**config.mk**
```make
export PLATFORM = sky130hd
export DESIGN_NAME = if_id_pipe_skid
export DESIGN_NICKNAME = d
export VERILOG_FILES = /design/src/rtl/pipe_pkg.sv /design/src/rtl/pipe_entry_reg.sv /design/src/rtl/if_id_pipe_skid.sv
export SDC_FILE = /design/constraint.sdc
export NUM_CORES = 1
export LEC_CHECK = 0
export CAP_MARGIN = 20
export CORE_MARGIN = 3
export CORE_UTILIZATION = 40
export CTS_BUF_LIST = sky130_fd_sc_hd__clkbuf_2 sky130_fd_sc_hd__clkbuf_4 sky130_fd_sc_hd__clkbuf_8
export DETAILED_ROUTE_END_ITERATION = 6
export GPL_TIMING_DRIVEN = 0
export PLACE_DENSITY = 0.65
export SYNTH_ARGS = -nofsm -noshare
export SYNTH_HDL_FRONTEND = slang
export SYNTH_SLANG_ARGS = --single-unit
```
**constraint.sdc**
```tcl
create_clock -name clk -period 1.83 [get_ports clk]
set_input_delay 0.4575 -clock clk [delete_from_list [all_inputs] [get_ports clk]]
set_output_delay 0.4575 -clock clk [all_outputs]
set_load 0.005 [all_outputs]
```
**src/rtl/pipe_pkg.sv**
```systemverilog
// Shared definitions for the fetch/decode pipeline registers.
//   pipe_state_e : occupancy state of a skid-buffered stage register
//   *_DEF        : default instruction / next-PC widths and bubble value
//   PERF_CNT_W   : width of the optional performance counters
//   sat_inc()    : saturating increment for those counters
package pipe_pkg;

    typedef enum logic [1:0] {
        EMPTY = 2'd0,
        FULL  = 2'd1,
        SKID  = 2'd2
    } pipe_state_e;

    localparam int unsigned INST_W_DEF   = 32;
    localparam int unsigned PC_W_DEF     = 10;
    localparam logic [31:0] NOP_INST_DEF = 32'h0000_0000;
    localparam int unsigned PERF_CNT_W   = 16;

    function automatic logic [PERF_CNT_W-1:0] sat_inc(input logic [PERF_CNT_W-1:0] v);
        return (&v) ? v : v + 1'b1;
    endfunction

endpackage

```
**src/rtl/pipe_entry_reg.sv**
```systemverilog
// One pipeline entry {valid, inst, npc} with load and clear.
// A cleared (or reset) entry holds the bubble pattern: valid=0, inst=NOP_INST, npc=0,
// so downstream logic can drive its outputs straight from the register.
// Ports:
//   clk, reset (sync, active-low)
//   clear            : empty the entry (wins over load)
//   load             : capture load_inst/load_npc and mark valid
//   load_inst, load_npc
//   valid, inst, npc : registered contents
module pipe_entry_reg
    import pipe_pkg::*;
#(
    parameter int unsigned       INST_W   = INST_W_DEF,
    parameter int unsigned       PC_W     = PC_W_DEF,
    parameter logic [INST_W-1:0] NOP_INST = INST_W'(NOP_INST_DEF)
) (
    input  logic              clk,
    input  logic              reset,
    input  logic              clear,
    input  logic              load,
    input  logic [INST_W-1:0] load_inst,
    input  logic [PC_W-1:0]   load_npc,
    output logic              valid,
    output logic [INST_W-1:0] inst,
    output logic [PC_W-1:0]   npc
);

    always_ff @(posedge clk) begin
        if (!reset || clear) begin
            valid <= 1'b0;
            inst  <= NOP_INST;
            npc   <= '0;
        end else if (load) begin
            valid <= 1'b1;
            inst  <= load_inst;
            npc   <= load_npc;
        end
    end

endmodule

```
**src/rtl/if_id_pipe_skid.sv**
```systemverilog
// IF/ID pipeline register with a 2-entry skid buffer and flush.
// Carries {instruction, next-PC} from fetch to decode over valid/ready. in_ready comes
// directly from the skid entry's valid flop, so a decode stall never reaches fetch
// combinationally. Outputs come only from the main entry; a bubble reads as NOP_INST/0.
// Ports:
//   clk, reset (sync, active-low)
//   in_valid, in_ready, inst_in, npc_in     : fetch side
//   out_valid, out_ready, inst_out, npc_out : decode side
//   flush                                    : drop held and incoming entries
// Optional (define IF_ID_PERF_CNT_EN):
//   stall_cnt : cycles with out_valid & !out_ready, saturating
//   flush_cnt : cycles with flush asserted, saturating
module if_id_pipe_skid
    import pipe_pkg::*;
#(
    parameter int unsigned       INST_W   = INST_W_DEF,
    parameter int unsigned       PC_W     = PC_W_DEF,
    parameter logic [INST_W-1:0] NOP_INST = INST_W'(NOP_INST_DEF)
) (
    input  logic                  clk,
    input  logic                  reset,
    input  logic                  in_valid,
    output logic                  in_ready,
    input  logic [INST_W-1:0]     inst_in,
    input  logic [PC_W-1:0]       npc_in,
    output logic                  out_valid,
    input  logic                  out_ready,
    output logic [INST_W-1:0]     inst_out,
    output logic [PC_W-1:0]       npc_out,
    input  logic                  flush
`ifdef IF_ID_PERF_CNT_EN
    ,
    output logic [PERF_CNT_W-1:0] stall_cnt,
    output logic [PERF_CNT_W-1:0] flush_cnt
`endif
);

    pipe_state_e state_q, state_d;

    logic              main_load, main_clear, main_from_skid;
    logic              skid_load, skid_clear;
    logic              main_valid, skid_valid;
    logic [INST_W-1:0] main_inst, skid_inst, main_load_inst;
    logic [PC_W-1:0]   main_npc, skid_npc, main_load_npc;
    logic              in_xfer, out_xfer;

    // The skid entry is occupied exactly in SKID, the only state refusing input.
    assign in_ready = ~skid_valid;
    assign in_xfer  = in_valid & in_ready;
    assign out_xfer = main_valid & out_ready;

    always_ff @(posedge clk) begin
        if (!reset) begin
            state_q <= EMPTY;
        end else begin
            state_q <= state_d;
        end
    end

    always_comb begin
        state_d        = state_q;
        main_load      = 1'b0;
        main_clear     = 1'b0;
        main_from_skid = 1'b0;
        skid_load      = 1'b0;
        skid_clear     = 1'b0;
        if (flush) begin
            // Same-cycle input is swallowed; a same-cycle output transfer already happened.
            state_d    = EMPTY;
            main_clear = 1'b1;
            skid_clear = 1'b1;
        end else begin
            unique case (state_q)
                EMPTY: begin
                    if (in_xfer) begin
                        state_d   = FULL;
                        main_load = 1'b1;
                    end
                end
                FULL: begin
                    if (in_xfer && out_xfer) begin
                        main_load = 1'b1;
                    end else if (out_xfer) begin
                        state_d    = EMPTY;
                        main_clear = 1'b1;
                    end else if (in_xfer) begin
                        state_d   = SKID;
                        skid_load = 1'b1;
                    end
                end
                SKID: begin
                    if (out_ready) begin
                        state_d        = FULL;
                        main_load      = 1'b1;
                        main_from_skid = 1'b1;
                        skid_clear     = 1'b1;
                    end
                end
                default: begin
                    state_d    = EMPTY;
                    main_clear = 1'b1;
                    skid_clear = 1'b1;
                end
            endcase
        end
    end

    assign main_load_inst = main_from_skid ? skid_inst : inst_in;
    assign main_load_npc  = main_from_skid ? skid_npc  : npc_in;

    pipe_entry_reg #(
        .INST_W   (INST_W),
        .PC_W     (PC_W),
        .NOP_INST (NOP_INST)
    ) u_main (
        .clk       (clk),
        .reset     (reset),
        .clear     (main_clear),
        .load      (main_load),
        .load_inst (main_load_inst),
        .load_npc  (main_load_npc),
        .valid     (main_valid),
        .inst      (main_inst),
        .npc       (main_npc)
    );

    pipe_entry_reg #(
        .INST_W   (INST_W),
        .PC_W     (PC_W),
        .NOP_INST (NOP_INST)
    ) u_skid (
        .clk       (clk),
        .reset     (reset),
        .clear     (skid_clear),
        .load      (skid_load),
        .load_inst (inst_in),
        .load_npc  (npc_in),
        .valid     (skid_valid),
        .inst      (skid_inst),
        .npc       (skid_npc)
    );

    assign out_valid = main_valid;
    assign inst_out  = main_inst;
    assign npc_out   = main_npc;

`ifdef IF_ID_PERF_CNT_EN
    logic [PERF_CNT_W-1:0] stall_cnt_q, flush_cnt_q;

    always_ff @(posedge clk) begin
        if (!reset) begin
            stall_cnt_q <= '0;
            flush_cnt_q <= '0;
        end else begin
            if (main_valid && !out_ready) begin
                stall_cnt_q <= sat_inc(stall_cnt_q);
            end
            if (flush) begin
                flush_cnt_q <= sat_inc(flush_cnt_q);
            end
        end
    end

    assign stall_cnt = stall_cnt_q;
    assign flush_cnt = flush_cnt_q;
`else
    // Counters not built.
`endif

endmodule

```
==> results.tsv, run 1 <==
metric	value	unit
start_kind	register	
layout_min_cycle_time	1760	ps
synthTopCellsByArea	dfxtp_1 41%, mux2i_1 20%, a221oi_2 14%	
syn_inst	411	
timing.final.crit_share	96.3	%
cap_viol_max_count	0	
io_pins	91	
rsz0062_at_grt	true	
cp_top_family	buffers and inverters	
ctsHoldBuffers	0	
crit_buf_inv	2	
syn_nets	458	
cts_tree	done	
fin_setup_tns	0	ps
p_leak	1.88	nW
synth.distinct_cells	27	
row_count	37	
ys.flop_type	dfxtp_1	
synthTopCellsByCount	88 x dfxtp_1, 85 x nand3_1, 84 x mux2i_1, 43 x nor2_1, 39 x a221oi_2	
area_growth	32.7	%
power_per_cell_area	704	nW/um^2
die_h	109	um
vdd.ir_drop.worst	442	uV
seq_area_frac_synth	41.3	%
synth_edf_count	0	
ant_nets	0	
synth.avg_cell_area	10.4	sq um
wirelength_met1	5240	um
status	complete, no violations	
port_buffers	90	
async_flop_share	0	%
cp.depth	2	
post-route-drc-count	0	
cts_inserted_buffers	9	
cts_root_buf	clkbuf_8	
start_util	41.2	%
grt_pass1_wl	18400	um
rr_endpoint	u_main.npc[4]	
grt_use_total	19.5	%
wl_per_cell	17.1	um
die_x	109	um
yosys_warnings	0	
timing.fmax	0.567	GHz
grt_max_degree	14	
synth_top_cell_by_area	dfxtp_1	
layout.nets	564	
cp_slowest_stage_delay	450	ps
h-tree-depth	3	
cp.required	1370	ps
place_congestion	0.777	
cp-end-kind	output pin	
diodes	0	
grt_pass1_vias	3652	
ff2ff_path_depth	5	
hold_class	reg2reg	
synth_area	4270	sq um
crit_path_start	u_skid.valid	
holdWs	472	ps
grt_antenna_before_repair	0	
clock_latency	360	ps
drive_gt1_share	21.7	%
crit_end	in_ready	
clock_path_buffers	2	
drtIter0Drc	169	
r2r_slack	180	ps
cp_max_fo	4	
grt_overflow	0	
die_area	11900	sq um
first_pass_iters	4	
wl_met2	5450	um
top_layer	met4	
setup_viol	0	
critPathSlowestCell	clkdlybuf4s50_1	
path_clk_slew	80	ps
core	10400	sq um
worst_pin_slew	491	ps
hold_viol	0	
criticalPathCategory	reg2out	
ys_ff_latch	88	
synth_top_area_share	41.3	%
crit_chain	inv_1 > clkdlybuf4s50_1	
wl	11300	um
dr_wl_met3	407	um
slew_viol_final	0	
skew	14.8	ps
yosys.cell_count.top_type	dfxtp_1	
dr_total_vias	3505	
hpwl	7850	um
crit_arrival	1300	ps
r2r-start	state_q[1]	
maxSlewHeadroom	67.3	%
clock_sinks	88	
vias_per_cell	5.33	
==> where the power goes <==
part	internal (W)	switching [W]
registers	0.00197	0.0000327
clock network	0.000691	0.000676
logic	0.000319	0.000298
==> layout by cell type, fill, tap and decap left out, drive strengths merged, types with 3 or more instances in the layout <==
master	count
a221oi	42
buf	36
clkbuf	28
clkdlybuf4s50	88
dfxtp	88
mux2i	84
nand2	3
nand3	85
nor2	43
nor3b	3
==> stage by stage <==
stage | util (%) | setup WS, ps | instance area (sq um) | instances | power, W
2_1_floorplan | - | 358 | 4270 | 411 | 0.00235
3_3_place_gp | 51.5 | -535 | 5340 | 637 | 0.00263
3_5_place_dp | 51.5 | -594 | 5340 | 637 | 0.00264
4_1_cts | 53.7 | 12.2 | 5570 | 654 | 0.00399
5_1_grt | 54.6 | -25.2 | 5660 | 657 | 0.00414
6_report | 54.6 | 67.8 | 5660 | 657 | 0.00398
==> cell families (layout without fill, tap and decap cells) <==
family | Yosys count | after routing | share of synthesized area, %
AND/OR/NAND/NOR | 138 | 138 | 15.4
flip-flops | 88 | 88 | 41.3
multiplexers | 84 | 84 | 19.7
AO/OA/AOI/OAI | 51 | 51 | 16.0
buffers and inverters | 49 | 159 | 7.39
XOR/XNOR | 1 | 1 | 0.205
==> how the worst min path moves through the flow <==
stage	startpoint	endpoint	slack (ps)	cells after the start
after CTS	u_skid.inst[7]	u_skid.inst[7]	470	2
after floorplan	u_skid.inst[0]	u_skid.inst[0]	450	2
after detailed placement	u_skid.inst[7]	u_skid.inst[7]	460	2
after global routing	u_skid.inst[20]	u_skid.inst[20]	490	2
after global placement	u_skid.inst[16]	u_skid.inst[16]	450	2
final	u_skid.inst[7]	u_skid.inst[7]	470	2
==> layout make-up <==
cell class | count | area [sq um]
Buffer | 47 | 364
Sequential cell | 88 | 1760
Clock inverter | 3 | 42.5
Multi-Input combinational cell | 274 | 2220
Fill cell | 969 | 4710
Timing Repair Buffer | 95 | 941
Inverter | 2 | 7.51
Clock buffer | 12 | 153
Tap cell | 136 | 170
==> per-layer routing <==
metal / vias to the layer above / global-route usage (%)
met5: - / 0
met4: 0 / 6.59
met3: 12 / 3.23
met2: 67 / 32.4
met1: 1695 / 25.7
li1: 1731 / -
==> registers in the layout, indices dropped and copies added, names as in the netlist <==
name / cells
u_skid.valid: 1
u_main.npc: 10
u_skid.inst: 32
u_main.valid: 1
u_skid.npc: 10
u_main.inst: 32
state_q: 2
==> worst reg2reg max path, cell delays in order (launching register included) <==
cell	delay (ps)
dfxtp_1	500
and4bb_2	280
buf_6	140
buf_6	180
mux2i_1	330
a221oi_2	110
==> what timing repair did <==
action,in CTS,in global routing
setup endpoints to repair,74,86
buffers inserted,2,2
cloned,0,1
pin swaps,1,1
resized for setup,13,34
Power figures use the tool's default switching activity.
==> run 2, diff against run 1 <==
--- a/config.mk
+++ b/config.mk
@@ -10,8 +10,8 @@
 export CORE_UTILIZATION = 40
 export CTS_BUF_LIST = sky130_fd_sc_hd__clkbuf_2 sky130_fd_sc_hd__clkbuf_4 sky130_fd_sc_hd__clkbuf_8
 export DETAILED_ROUTE_END_ITERATION = 6
+export DONT_BUFFER_PORTS = 1
 export GPL_TIMING_DRIVEN = 0
-export PLACE_DENSITY = 0.65
 export SYNTH_ARGS = -nofsm -noshare
 export SYNTH_HDL_FRONTEND = slang
 export SYNTH_SLANG_ARGS = --single-unit
==> results.tsv, run 2 (same netlist as run 1, synthesis figures left out) <==
metric	value	unit
die_x	109	um
slew_viol_final	0	
cts_tree	done	
vias_per_cell	5.66	
crit_path_start	state_q[0]	
ant_nets	0	
cp-end-kind	register	
post-route-drc-count	0	
top_regs	u_main.inst x32, u_skid.inst x32	
cp.required	2110	ps
power_switching	0.000998	W
hold_class	in2reg	
grt_antenna_before_repair	0	
combinationalPowerShare	9.6	%
cts_root_buf	clkbuf_8	
cp_max_fo	10	
finalPower	0.00393	W
grt_overflow	0	
wl_met2	5000	um
critPathSlowestCell	dfxtp_1	
mostFrequentLayoutCells	88 x dfxtp_1, 85 x nand3_1, 84 x mux2i_1, 43 x nor2_1, 39 x a221oi_2	
clock_path_buffers	2	
path_clk_slew	90	ps
multiInputGateArea	2190	sq um
dr_wl_met3	783	um
setup_viol	0	
criticalPathCategory	reg2reg	
rsz0062_at_grt	false	
power_frac_seq	51.2	%
pre_cts_slack	4.02	ps
die_h	109	um
skew	9.03	ps
p_sw_share	25.4	%
p_leak	1.46	nW
clock_sinks	88	
fill_cells	1032	
ctsHoldBuffers	0	
start_kind	register	
h-tree-depth	3	
cp.depth	5	
drive_gt1_share	21.5	%
drtIter0Drc	157	
core	10400	sq um
clock_latency	360	ps
timing.fmax	0.605	GHz
fin_ws	178	ps
crit_chain	a21bo_2 > nor3b_1 > buf_2 > buf_6 > mux2i_1	
cp_top_family	buffers and inverters	
rr_endpoint	u_skid.npc[7]	
status	complete, no violations	
crit_arrival	1930	ps
ff2ff_path_depth	5	
wirelength_met1	4780	um
grt_pass1_wl	17100	um
wl	10700	um
vdd.ir_drop.worst	390	uV
layout.nets	470	
hpwl	7570	um
cap_viol_max_count	0	
fin_util	45.1	%
worst_pin_slew	541	ps
fin_setup_tns	0	ps
r2r-start	state_q[0]	
port_buffers	0	
diodes	0	
crit_buf_inv	2	
dr_total_vias	3192	
placed_area	4440	sq um
cellInternalPower	0.00293	W
ff_latch_area	1760	sq um
start_util	41.2	%
grt_use_total	18.3	%
area_growth	9.50	%
grt_max_degree	15	
io_pins	91	
maxSlewHeadroom	63.9	%
cts_inserted_buffers	9	
timing.final.crit_share	90.3	%
layout_commonest_cell	dfxtp_1	
wl_per_cell	19.0	um
grt_pass1_vias	3155	
first_pass_iters	4	
r2r_slack	180	ps
power_per_cell_area	841	nW/um^2
layout_min_cycle_time	1650	ps
top_layer	met4	
hold_viol	0	
p_clk_share	39.2	%
place_congestion	0.721	
row_count	37	
crit_end	u_skid.npc[7]	
die_area	11900	sq um
fin_area	4670	sq um
cp_slowest_stage_delay	440	ps
[run 2: cell types whose count changed in the layout (fill, tap and decap cells not counted), moves of 2 or more]
cell             previous run  this run
dlymetal6s2s_1              2         0
clkdlybuf4s50_1            88         0
clkbuf_1                    3        13
buf_1                       0         2
buf_2                      10        15
nor3b_4                     2         0
clkbuf_2                    9         2
buf_4                       9         1
clkbuf_4                    6         1
[run 2: cell type report]
cell class	count	area share [%]
Buffer	47	6.64
Sequential cell	88	37.7
Inverter	2	0.161
Timing Repair Buffer	1	0.161
Clock buffer	11	3.11
Multi-Input combinational cell	274	46.9
Tap cell	136	3.64
Clock inverter	5	1.71
[run 2: worst min path at each step]
stage	cells past startpoint	from	end	slack [ps]
2_1_floorplan	2	u_skid.inst[0]	u_skid.inst[0]	450
3_3_place_gp	2	u_skid.inst[7]	u_skid.inst[7]	450
3_5_place_dp	2	u_skid.inst[16]	u_skid.inst[16]	460
4_1_cts	2	inst_in[0]	u_skid.inst[0]	220
5_1_grt	2	inst_in[0]	u_skid.inst[0]	230
6_report	2	inst_in[0]	u_skid.inst[0]	240
[run 2: stage by stage]
step,hold WS (ps),instances
after floorplan,446,411
after global placement,454,547
after detailed placement,463,547
after CTS,224,563
after global routing,226,564
final,238,564
[run 2: routing by layer]
layer  global-route usage (%)  vias to the layer above
met5                        0                        -
met4                     6.14                        0
met3                     5.05                       10
met2                     28.0                       84
met1                     25.0                     1552
li1                         -                     1546
[run 2: worst reg2reg max path: stages, from the launching register on]
cell and delay (ps):
dfxtp_1 440, a21bo_2 270, nor3b_1 160, buf_2 270, buf_6 210, mux2i_1 220
[run 2: power by group through the flow]
stage / Sequential, W / Clock, W / Combinational, W
2_1_floorplan: 0.00204 / 0 / 0.000307
3_3_place_gp: 0.00206 / 0 / 0.000372
3_5_place_dp: 0.00206 / 0 / 0.000379
4_1_cts: 0.00201 / 0.00157 / 0.000380
5_1_grt: 0.00202 / 0.00165 / 0.000416
6_report: 0.00201 / 0.00154 / 0.000378
[run 2: timing repair]
item	4_1_cts	5_1_grt
setup endpoints to repair	0	25
endpoints found under the hold margin	0	0
setup buffers	0	1
gates resized for setup	0	2
==> run 3, diff against run 2 <==
--- a/config.mk
+++ b/config.mk
@@ -7,7 +7,7 @@
 export LEC_CHECK = 0
 export CAP_MARGIN = 20
 export CORE_MARGIN = 3
-export CORE_UTILIZATION = 40
+export CORE_UTILIZATION = 45
 export CTS_BUF_LIST = sky130_fd_sc_hd__clkbuf_2 sky130_fd_sc_hd__clkbuf_4 sky130_fd_sc_hd__clkbuf_8
 export DETAILED_ROUTE_END_ITERATION = 6
 export DONT_BUFFER_PORTS = 1
==> results.tsv, run 3 (same netlist as run 1, synthesis figures left out) <==
metric	value	unit
cts_inserted_buffers	9	
io_pins	91	
wl_per_cell	18.9	um
cp-end-kind	register	
cp.depth	5	
r2r_slack	170	ps
area_growth	9.23	%
clock_sinks	88	
start_util	47.5	%
post-route-drc-count	0	
status	complete, no violations	
cp_top_family	buffers and inverters	
hold_viol	0	
die_area	10700	sq um
crit_path_start	state_q[0]	
maxSlewHeadroom	66.0	%
grt_use_total	20.2	%
grt_overflow	0	
diodes	0	
vias_per_cell	5.76	
top_layer	met4	
cp_max_fo	10	
die_h	103	um
place_congestion	0.731	
path_clk_slew	90	ps
drive_gt1_share	21.1	%
dr_total_vias	3178	
r2r-start	state_q[0]	
fill_cells	866	
rr_endpoint	u_skid.npc[7]	
cpMostUsedCell	buf_2	
first_pass_iters	4	
clock_path_buffers	2	
vdd.ir_drop.worst	551	uV
rsz0062_at_grt	false	
slew_viol_final	0	
port_buffers	0	
hold_class	in2reg	
crit_end	u_skid.npc[7]	
timing.final.crit_share	90.8	%
ff_latch_area	1760	sq um
wl	10400	um
skew	10.1	ps
mostFrequentLayoutCells	88 x dfxtp_1, 85 x nand3_1, 84 x mux2i_1, 43 x nor2_1, 39 x a221oi_2	
grt_pass1_vias	3276	
hpwl	7260	um
p_leak	1.46	nW
timing.fmax	0.602	GHz
die_x	103	um
cts_tree	done	
h-tree-depth	3	
setup_viol	0	
multiInputGateArea	2190	sq um
power_per_cell_area	847	nW/um^2
critPathSlowestCell	dfxtp_1	
cp_slowest_stage_delay	370	ps
crit_arrival	1940	ps
worst_pin_slew	509	ps
layout.nets	470	
crit_buf_inv	2	
clock_latency	350	ps
pre_cts_slack	-85.4	ps
ctsHoldBuffers	0	
grt_pass1_wl	16800	um
grt_max_degree	14	
fin_util	51.9	%
cap_viol_max_count	0	
ff2ff_path_depth	5	
cts_root_buf	clkbuf_8	
start_kind	register	
crit_chain	o21ai_1 > buf_2 > buf_2 > nand3_1 > mux2i_1	
layout_min_cycle_time	1660	ps
drtIter0Drc	123	
wirelength_met1	4730	um
grt_antenna_before_repair	0	
row_count	34	
fin_ws	169	ps
criticalPathCategory	reg2reg	
layout_commonest_cell	dfxtp_1	
ant_nets	0	
top_regs	u_main.inst x32, u_skid.inst x32	
wl_met2	4820	um
core	8980	sq um
cp.required	2110	ps
dr_wl_met3	726	um
## run 3: how the worst min path moves through the flow
stage	from	endpoint	slack, ps	cells past startpoint
after CTS	npc_in[3]	u_skid.npc[3]	240	2
final	inst_in[21]	u_skid.inst[21]	250	2
after global placement	u_skid.npc[4]	u_skid.npc[4]	450	2
after detailed placement	u_skid.npc[3]	u_skid.npc[3]	460	2
after global routing	npc_in[6]	u_skid.npc[6]	240	2
after floorplan	u_skid.inst[0]	u_skid.inst[0]	450	2
## run 3: worst register-to-register path: cells and delay by family, from the launching register on
kind / cells / cell delay (ps)
flops: 1 / 370
simple gates: 1 / 100
compound gates: 1 / 370
buf+inv: 2 / 610
mux: 1 / 150
## run 3: per-stage QoR
step	hold slack, ps	power [W]	cells	cell area [sq um]	setup TNS [ps]
floorplan	446	0.00235	411	4270	0
global placement	454	0.00243	537	4430	-1370
detailed placement	460	0.00244	537	4430	-1130
CTS	241	0.00399	551	4650	0
global route	237	0.00412	552	4660	0
finish	254	0.00395	552	4660	0
## run 3: layer usage
metal  vias to the layer above  GRT usage [%]
li1                       1543              -
met1                      1544           26.6
met2                        79           32.0
met3                        12           6.24
met4                         0           5.48
met5                         -              0
## run 3: area by class of cell
| type | instances | share of cell area (%) |
|---|---|---|
| inverters | 2 | 0.161 |
| flip-flops and latches | 88 | 37.8 |
| plain buffers | 47 | 6.66 |
| clock buffers | 10 | 2.82 |
| multi-input cells | 274 | 47.0 |
| clock inverters | 4 | 2.04 |
| well taps | 126 | 3.38 |
| repair buffers | 1 | 0.161 |
## run 3: power breakdown
group | leakage (nW) | internal [W] | total [W] | switching (W)
Combinational | 0.631 | 0.000142 | 0.000377 | 0.000235
Sequential | 0.714 | 0.00197 | 0.00201 | 0.0000419
Clock | 0.116 | 0.000906 | 0.00156 | 0.000654
Total | 1.46 | 0.00302 | 0.00395 | 0.000931
## run 3: what timing repair did
action                                  4_1_cts  5_1_grt
pin swaps                                     0        1
resized for setup                             2        0
endpoints found under the hold margin         0        0
endpoints found under the setup margin       12        8
buffers inserted                              0        1
